### src/rtl/blake_nonce_sched.sv
// blake_nonce_sched
// Work scheduler for one pipelined BLAKE-256 core. It takes a work unit,
// loads it into the core, paces nonces at a fixed cadence and pairs the
// in-order result stream with nonces. Results at or below the target are
// queued in a small found FIFO for the host side.
module blake_nonce_sched #(
    parameter int NONCE_PERIOD = 14,
    parameter int LOAD_CYCLES  = 2,
    parameter int FOUND_DEPTH  = 4
) (
    input  logic         clk,
    input  logic         rst,
    input  logic         work_valid,
    output logic         work_ready,
    input  logic [255:0] work_state,
    input  logic [95:0]  work_data,
    input  logic [31:0]  work_nonce_start,
    input  logic [31:0]  work_nonce_count,
    input  logic [31:0]  work_target,
    input  logic         abort,
    output logic         core_rst,
    output logic [255:0] core_state,
    output logic [95:0]  core_data,
    output logic [31:0]  core_nonce,
    input  logic         core_hash_ready,
    input  logic [31:0]  core_hash,
    output logic         found_valid,
    input  logic         found_ready,
    output logic [31:0]  found_nonce,
    output logic [31:0]  found_hash,
    output logic         busy,
    output logic         done,
    output logic         overflow,
    output logic [31:0]  hashes_done
);

    localparam logic [1:0] ST_IDLE  = 2'd0;
    localparam logic [1:0] ST_LOAD  = 2'd1;
    localparam logic [1:0] ST_RUN   = 2'd2;
    localparam logic [1:0] ST_DRAIN = 2'd3;

    localparam int LW = (LOAD_CYCLES > 1) ? $clog2(LOAD_CYCLES) : 1;
    localparam int PW = $clog2(NONCE_PERIOD + 1);
    localparam int AW = $clog2(FOUND_DEPTH);
    localparam int FW = AW + 1;

    localparam logic [LW-1:0] LOAD_LAST    = LW'(LOAD_CYCLES - 1);
    localparam logic [PW-1:0] PERIOD_LAST  = PW'(NONCE_PERIOD);
    localparam logic [PW-1:0] PERIOD_FIRST = PW'(1);
    localparam logic [FW-1:0] FIFO_FULL    = FW'(FOUND_DEPTH);

    // Control and work registers
    logic [1:0]    r_state;
    logic          r_work_ready;
    logic [255:0]  r_core_state;
    logic [95:0]   r_core_data;
    logic [31:0]   r_core_nonce;
    logic [31:0]   r_start;
    logic [31:0]   r_count;
    logic [31:0]   r_target;
    logic [32:0]   r_issued;
    logic [32:0]   r_returned;
    logic [LW-1:0] r_load_cnt;
    logic [PW-1:0] r_period_cnt;
    logic          r_done;
    logic          r_overflow;

    // Found FIFO storage and pointers
    logic [31:0]   r_mem_nonce [FOUND_DEPTH];
    logic [31:0]   r_mem_hash  [FOUND_DEPTH];
    logic [AW-1:0] r_wr_ptr;
    logic [AW-1:0] r_rd_ptr;
    logic [FW-1:0] r_fill;

    logic          w_accept;
    logic          w_active;
    logic          w_sample;
    logic          w_last_issue;
    logic          w_res_valid;
    logic          w_last_result;
    logic          w_hit;
    logic          w_full;
    logic          w_pop;
    logic          w_push;
    logic          w_drop;
    logic [32:0]   w_count33;
    logic [31:0]   w_res_nonce;

    assign w_count33    = {1'b0, r_count};
    assign w_accept     = work_valid & r_work_ready;
    assign w_active     = (r_state == ST_RUN) | (r_state == ST_DRAIN);

    // The core takes a nonce on the last LOAD cycle and then once per period in RUN.
    assign w_sample     = ((r_state == ST_LOAD) & (r_load_cnt == LOAD_LAST)) |
                          ((r_state == ST_RUN) & (r_period_cnt == PERIOD_LAST));
    assign w_last_issue = ((r_issued + 33'd1) == w_count33);

    // Results beyond the unit's count (extra core samples) are not ours; abort wins over a result.
    assign w_res_valid   = core_hash_ready & w_active & ~abort & (r_returned < w_count33);
    assign w_last_result = w_res_valid & ((r_returned + 33'd1) == w_count33);
    assign w_res_nonce   = r_start + r_returned[31:0];
    assign w_hit         = w_res_valid & (core_hash <= r_target);

    // A pop in the same cycle frees the slot, so a push into a full FIFO still lands.
    assign found_valid = (r_fill != '0);
    assign w_full      = (r_fill == FIFO_FULL);
    assign w_pop       = found_valid & found_ready;
    assign w_push      = w_hit & (~w_full | w_pop);
    assign w_drop      = w_hit & w_full & ~w_pop;

    assign found_nonce = found_valid ? r_mem_nonce[r_rd_ptr] : 32'd0;
    assign found_hash  = found_valid ? r_mem_hash[r_rd_ptr]  : 32'd0;

    assign work_ready  = r_work_ready;
    assign core_rst    = (r_state == ST_IDLE) | (r_state == ST_LOAD);
    assign core_state  = r_core_state;
    assign core_data   = r_core_data;
    assign core_nonce  = r_core_nonce;
    assign busy        = (r_state != ST_IDLE);
    assign done        = r_done;
    assign overflow    = r_overflow;
    assign hashes_done = r_returned[31:0];

    // Scheduler FSM: accept, load, nonce pacing, result counting and completion.
    always_ff @(posedge clk) begin
        if (!rst) begin
            r_state      <= ST_IDLE;
            r_work_ready <= 1'b0;
            r_core_state <= '0;
            r_core_data  <= '0;
            r_core_nonce <= '0;
            r_start      <= '0;
            r_count      <= '0;
            r_target     <= '0;
            r_issued     <= '0;
            r_returned   <= '0;
            r_load_cnt   <= '0;
            r_period_cnt <= PERIOD_FIRST;
            r_done       <= 1'b0;
            r_overflow   <= 1'b0;
        end else begin
            r_done <= 1'b0;
            if (w_res_valid) begin
                r_returned <= r_returned + 33'd1;
            end
            if (w_drop) begin
                r_overflow <= 1'b1;
            end
            case (r_state)
                ST_IDLE: begin
                    // Ready rises one cycle after arriving in IDLE.
                    r_work_ready <= 1'b1;
                    if (w_accept) begin
                        r_core_state <= work_state;
                        r_core_data  <= work_data;
                        r_core_nonce <= work_nonce_start;
                        r_start      <= work_nonce_start;
                        r_count      <= work_nonce_count;
                        r_target     <= work_target;
                        r_issued     <= '0;
                        r_returned   <= '0;
                        r_overflow   <= 1'b0;
                        r_load_cnt   <= '0;
                        if (work_nonce_count == 32'd0) begin
                            r_done <= 1'b1;
                        end else begin
                            r_state      <= ST_LOAD;
                            r_work_ready <= 1'b0;
                        end
                    end
                end
                ST_LOAD: begin
                    r_work_ready <= 1'b0;
                    if (abort) begin
                        r_state <= ST_IDLE;
                    end else if (w_sample) begin
                        r_issued     <= 33'd1;
                        r_period_cnt <= PERIOD_FIRST;
                        if (w_last_issue) begin
                            r_state <= ST_DRAIN;
                        end else begin
                            r_state      <= ST_RUN;
                            r_core_nonce <= r_core_nonce + 32'd1;
                        end
                    end else begin
                        r_load_cnt <= r_load_cnt + 1'b1;
                    end
                end
                ST_RUN: begin
                    r_work_ready <= 1'b0;
                    if (abort) begin
                        r_state <= ST_IDLE;
                    end else if (w_sample) begin
                        r_issued     <= r_issued + 33'd1;
                        r_period_cnt <= PERIOD_FIRST;
                        if (w_last_issue) begin
                            // Nonce stays put once the range is fully issued.
                            r_state <= ST_DRAIN;
                        end else begin
                            r_core_nonce <= r_core_nonce + 32'd1;
                        end
                    end else begin
                        r_period_cnt <= r_period_cnt + 1'b1;
                    end
                end
                default: begin
                    r_work_ready <= 1'b0;
                    if (abort) begin
                        r_state <= ST_IDLE;
                    end else if (w_last_result) begin
                        r_done  <= 1'b1;
                        r_state <= ST_IDLE;
                    end
                end
            endcase
        end
    end

    // Found FIFO pointer and fill bookkeeping; reset flushes the queue.
    always_ff @(posedge clk) begin
        if (!rst) begin
            r_wr_ptr <= '0;
            r_rd_ptr <= '0;
            r_fill   <= '0;
        end else begin
            if (w_push) begin
                r_wr_ptr <= r_wr_ptr + 1'b1;
            end
            if (w_pop) begin
                r_rd_ptr <= r_rd_ptr + 1'b1;
            end
            case ({w_push, w_pop})
                2'b10:   r_fill <= r_fill + 1'b1;
                2'b01:   r_fill <= r_fill - 1'b1;
                default: r_fill <= r_fill;
            endcase
        end
    end

    // Found FIFO storage write; contents are only visible while the entry is valid.
    always_ff @(posedge clk) begin
        if (w_push) begin
            r_mem_nonce[r_wr_ptr] <= w_res_nonce;
            r_mem_hash[r_wr_ptr]  <= core_hash;
        end
    end

endmodule

### config.mk
export PLATFORM = sky130hd
export DESIGN_NAME = blake_nonce_sched
export DESIGN_NICKNAME = d
export VERILOG_FILES = /design/src/rtl/blake_nonce_sched.sv
export SDC_FILE = /design/constraint.sdc
export NUM_CORES = 2
export LEC_CHECK = 0
export BUFFER_PORTS_ARGS = -buffer_cell sky130_fd_sc_hd__buf_2
export CAP_MARGIN = 5
export CORE_AREA = 2 2 375 377
export CTS_CLUSTER_DIAMETER = 200
export DETAILED_ROUTE_END_ITERATION = 16
export DIE_AREA = 0 0 377 379
export SLEW_MARGIN = 25
export SYNTH_ARGS = -nofsm -noshare
export SYNTH_HDL_FRONTEND = slang
export SYNTH_SLANG_ARGS = --single-unit
### constraint.sdc
create_clock -name clk -period 11.29 [get_ports clk]
set_input_delay 1.129 -clock clk [delete_from_list [all_inputs] [get_ports clk]]
set_output_delay 1.129 -clock clk [all_outputs]
set_load 0.01 [all_outputs]
==> results.py <==
metrics = {
    "pwr": {
        "power_frac_seq_pct": 40.9,
        "p_comb_share_pct": 20.1,
        "p_per_area_mw_per_mm2": 182,
        "p_leak_nw": 18.4,
        "swShare_pct": 32.5,
        "intPower_w": 0.00567,
        "power_frac_clock_pct": 38.9,
        "p_switching_w": 0.00272,
        "peakVddDrop_uv": 121,
    },
    "drt": {
        "post_drt_wl_per_cell_um": 26.5,
        "finalWirelength_um": 178000,
        "ant_nets": 0,
        "dr.pass1.iters": 6,
        "via_per_inst": 4.96,
        "drc_errors": 0,
        "vias": 33200,
        "drt_iter0_drc": 2863,
    },
    "synthesis": {
        "yosysSeqAreaShare_pct": 52.0,
        "async_flop_share_pct": 0,
        "netlist_area_mm2": 0.0366,
        "synth-edff-count": 256,
        "ys.flop_type": "dfxtp_1",
        "syn_area_per_cell_um2": 9.20,
        "netlist_instances": 3975,
        "synth_cell_types": 82,
        "ys_ff_latch": 821,
        "syn_nets": 4571,
        "synth_warnings": 0,
    },
    "placed_design": {
        "place_hpwl_um": 139000,
        "port_buffers": 971,
        "post_dp_cell_area_mm2": 0.0428,
        "gp_congestion": 1.03,
    },
    "run": {
        "maxCapViolations": 0,
    },
    "die": {
        "core-area_mm2": 0.139,
        "initial_core_util_pct": 26.3,
        "die_w_um": 377,
        "row_count": 137,
        "die_height_um": 379,
        "io_pins": 972,
        "design.die.area_mm2": 0.143,
    },
    "global_route": {
        "met1_usage_pct": 25.9,
        "grt_util_met3_pct": 8.83,
        "grt_pass1_vias": 31200,
        "busiest_layer": "met2",
        "grt_first_pass_wirelength_um": 241000,
        "grt_use_met2_pct": 39.9,
        "grt_start_max_net_pins": 179,
        "grt_remaining_overflow": 0,
        "grt_antenna_before_repair": 66,
        "grt_usage_pct": 23.8,
    },
    "sta": {
        "setup_viol": 0,
        "max_freq_mhz": 210,
        "min_period_over_period_pct": 42.2,
        "worst_slew_pin_slew_ns": 1.07,
        "min_period_ns": 4.77,
        "finalHoldViolCount": 0,
        "slew_headroom_pct": 28.9,
        "skew_ns": 0.0446,
        "tns_ns": 0,
        "rsz0062_at_grt": "no",
        "final-max-slew-violation-count": 0,
    },
    "setup_path": {
        "end_kind": "flip-flop",
        "critical_path_required_ns": 11.62,
        "crit_arrival_ns": 5.10,
        "start_kind": "flip-flop",
        "critPathMaxFanout": 64,
        "path_class": "flip-flop to flip-flop",
    },
    "clocking": {
        "cts-root-buf": "clkbuf_16",
        "cts.sinks": 821,
        "postCtsSetupBuffers": 0,
        "clkTransAtPathRegs_ns": 0.07,
        "clk_latency_ns": 0.73,
        "cts_resized": 0,
        "tritoncts": "yes",
        "cts_made_buffers": 94,
        "htree_levels": 3,
        "clock_path_buffers": 3,
        "cts_hold_buf": 0,
    },
    "final_layout": {
        "fillers": 14600,
        "final_area_mm2": 0.0461,
        "syn2layout_area_growth_pct": 26.2,
        "drive_gt1_share_pct": 26.0,
        "final_cell_mix": "nand2_1 (1054), buf_2 (971), a21oi_1 (590), dfxtp_1 (563), edfxtp_1 (256)",
        "fin_nets": 5385,
        "final_common_cell": "nand2_1",
    },
    "min_path": {
        "hold_class": "flip-flop to flip-flop",
    },
    "outcome": {
        "status": "finished clean",
    },
}
-- cell type report --
class / count / area [um2] / share of cell area [%]
Sequential cell: 821 / 19000 / 41.2
Multi-Input combinational cell: 2774 / 16000 / 34.7
Timing Repair Buffer: 1005 / 5140 / 11.2
Clock buffer: 119 / 2580 / 5.59
Tap cell: 1807 / 2260 / 4.90
Clock inverter: 55 / 706 / 1.53
Inverter: 93 / 357 / 0.773
Antenna cell: 29 / 72.6 / 0.157
-- synth_stat cells (56+ instances only) --
cell type     n  area [um2]
a21oi_1     590        2950
and2_1       84         526
clkbuf_1    219         822
dfxtp_1     565       11300
edfxtp_1    256        7690
ha_1        108        1350
inv_1        92         345
mux4_2       64        1440
nand2_1    1054        3960
nand3_1      56         280
nor2_1      133         499
o21ai_0      82         410
xnor2_1      73         639
-- per-stage QoR --
step / total power [W] / utilization [%] / worst slack (ns) / hold WS, ns / instances
2_1_floorplan: 0.00436 / - / 6.28 / 0.436 / 3975
3_3_place_gp: 0.00517 / 30.8 / 6.26 / 0.438 / 6500
3_5_place_dp: 0.00518 / 30.8 / 6.24 / 0.443 / 6500
4_1_cts: 0.00847 / 33.2 / 6.47 / 0.451 / 6674
5_1_grt: 0.00873 / 33.2 / 6.17 / 0.463 / 6686
6_report: 0.00839 / 33.2 / 6.52 / 0.450 / 6703
-- kinds of logic (layout without fill, tap and decap cells) --
group	Yosys count	after routing	synth area share [%]
AO/OA/AOI/OAI	847	847	13.1
XOR/XNOR	128	128	3.07
adder cells (fa/ha/maj)	110	110	3.81
buffers and inverters	380	1272	4.34
flip-flops	821	821	52.0
multiplexers	74	74	4.22
other	0	29	0
AND/OR/NAND/NOR	1615	1615	19.5
-- registers in the layout (all words and copies together) (netlist names), 32 cells and up, named ones only --
name         cells
r_start         32
r_target        32
r_issued        33
core_nonce      32
core_state     256
core_data       96
r_mem_nonce    128
r_returned      33
r_count         32
r_mem_hash     128
-- routing by layer --
metal / share of wire [%] / vias up
li1: - / 15400
met5: 0.055 / -
met4: 6.2 / 16
met2: 48 / 1345
met1: 36 / 16200
met3: 9.9 / 309
-- worst max-delay path: stages, from the launching register on --
cell and delay (ns):
dfxtp_1 0.60, ha_1 0.32, a21o_1 0.18, a211o_1 0.30, a2111oi_0 0.34, a2111oi_0 0.23, nor3_2 0.14, buf_4 0.31
o221ai_1 0.40, a21oi_1 0.49, and2_2 0.22, buf_4 0.75
-- power by group through the flow --
stage	logic (W)	clock network, W	registers (W)
final	0.00169	0.00327	0.00344
after global routing	0.00183	0.00344	0.00346
after CTS	0.00170	0.00334	0.00343
after detailed placement	0.00169	0	0.00349
after global placement	0.00169	0	0.00348
after floorplan	0.000851	0	0.00351
-- path summary, 6_finish.rpt --
path	to	from	slack, ns	cells past startpoint
max	r_mem_nonce[3][7]	r_returned[10]	6.52	11
min	core_state[53]	core_state[53]	0.45	2
max reg2reg	r_mem_nonce[3][7]	r_returned[10]	6.52	11
min reg2reg	core_state[53]	core_state[53]	0.45	2
Power figures use the tool's default switching activity.
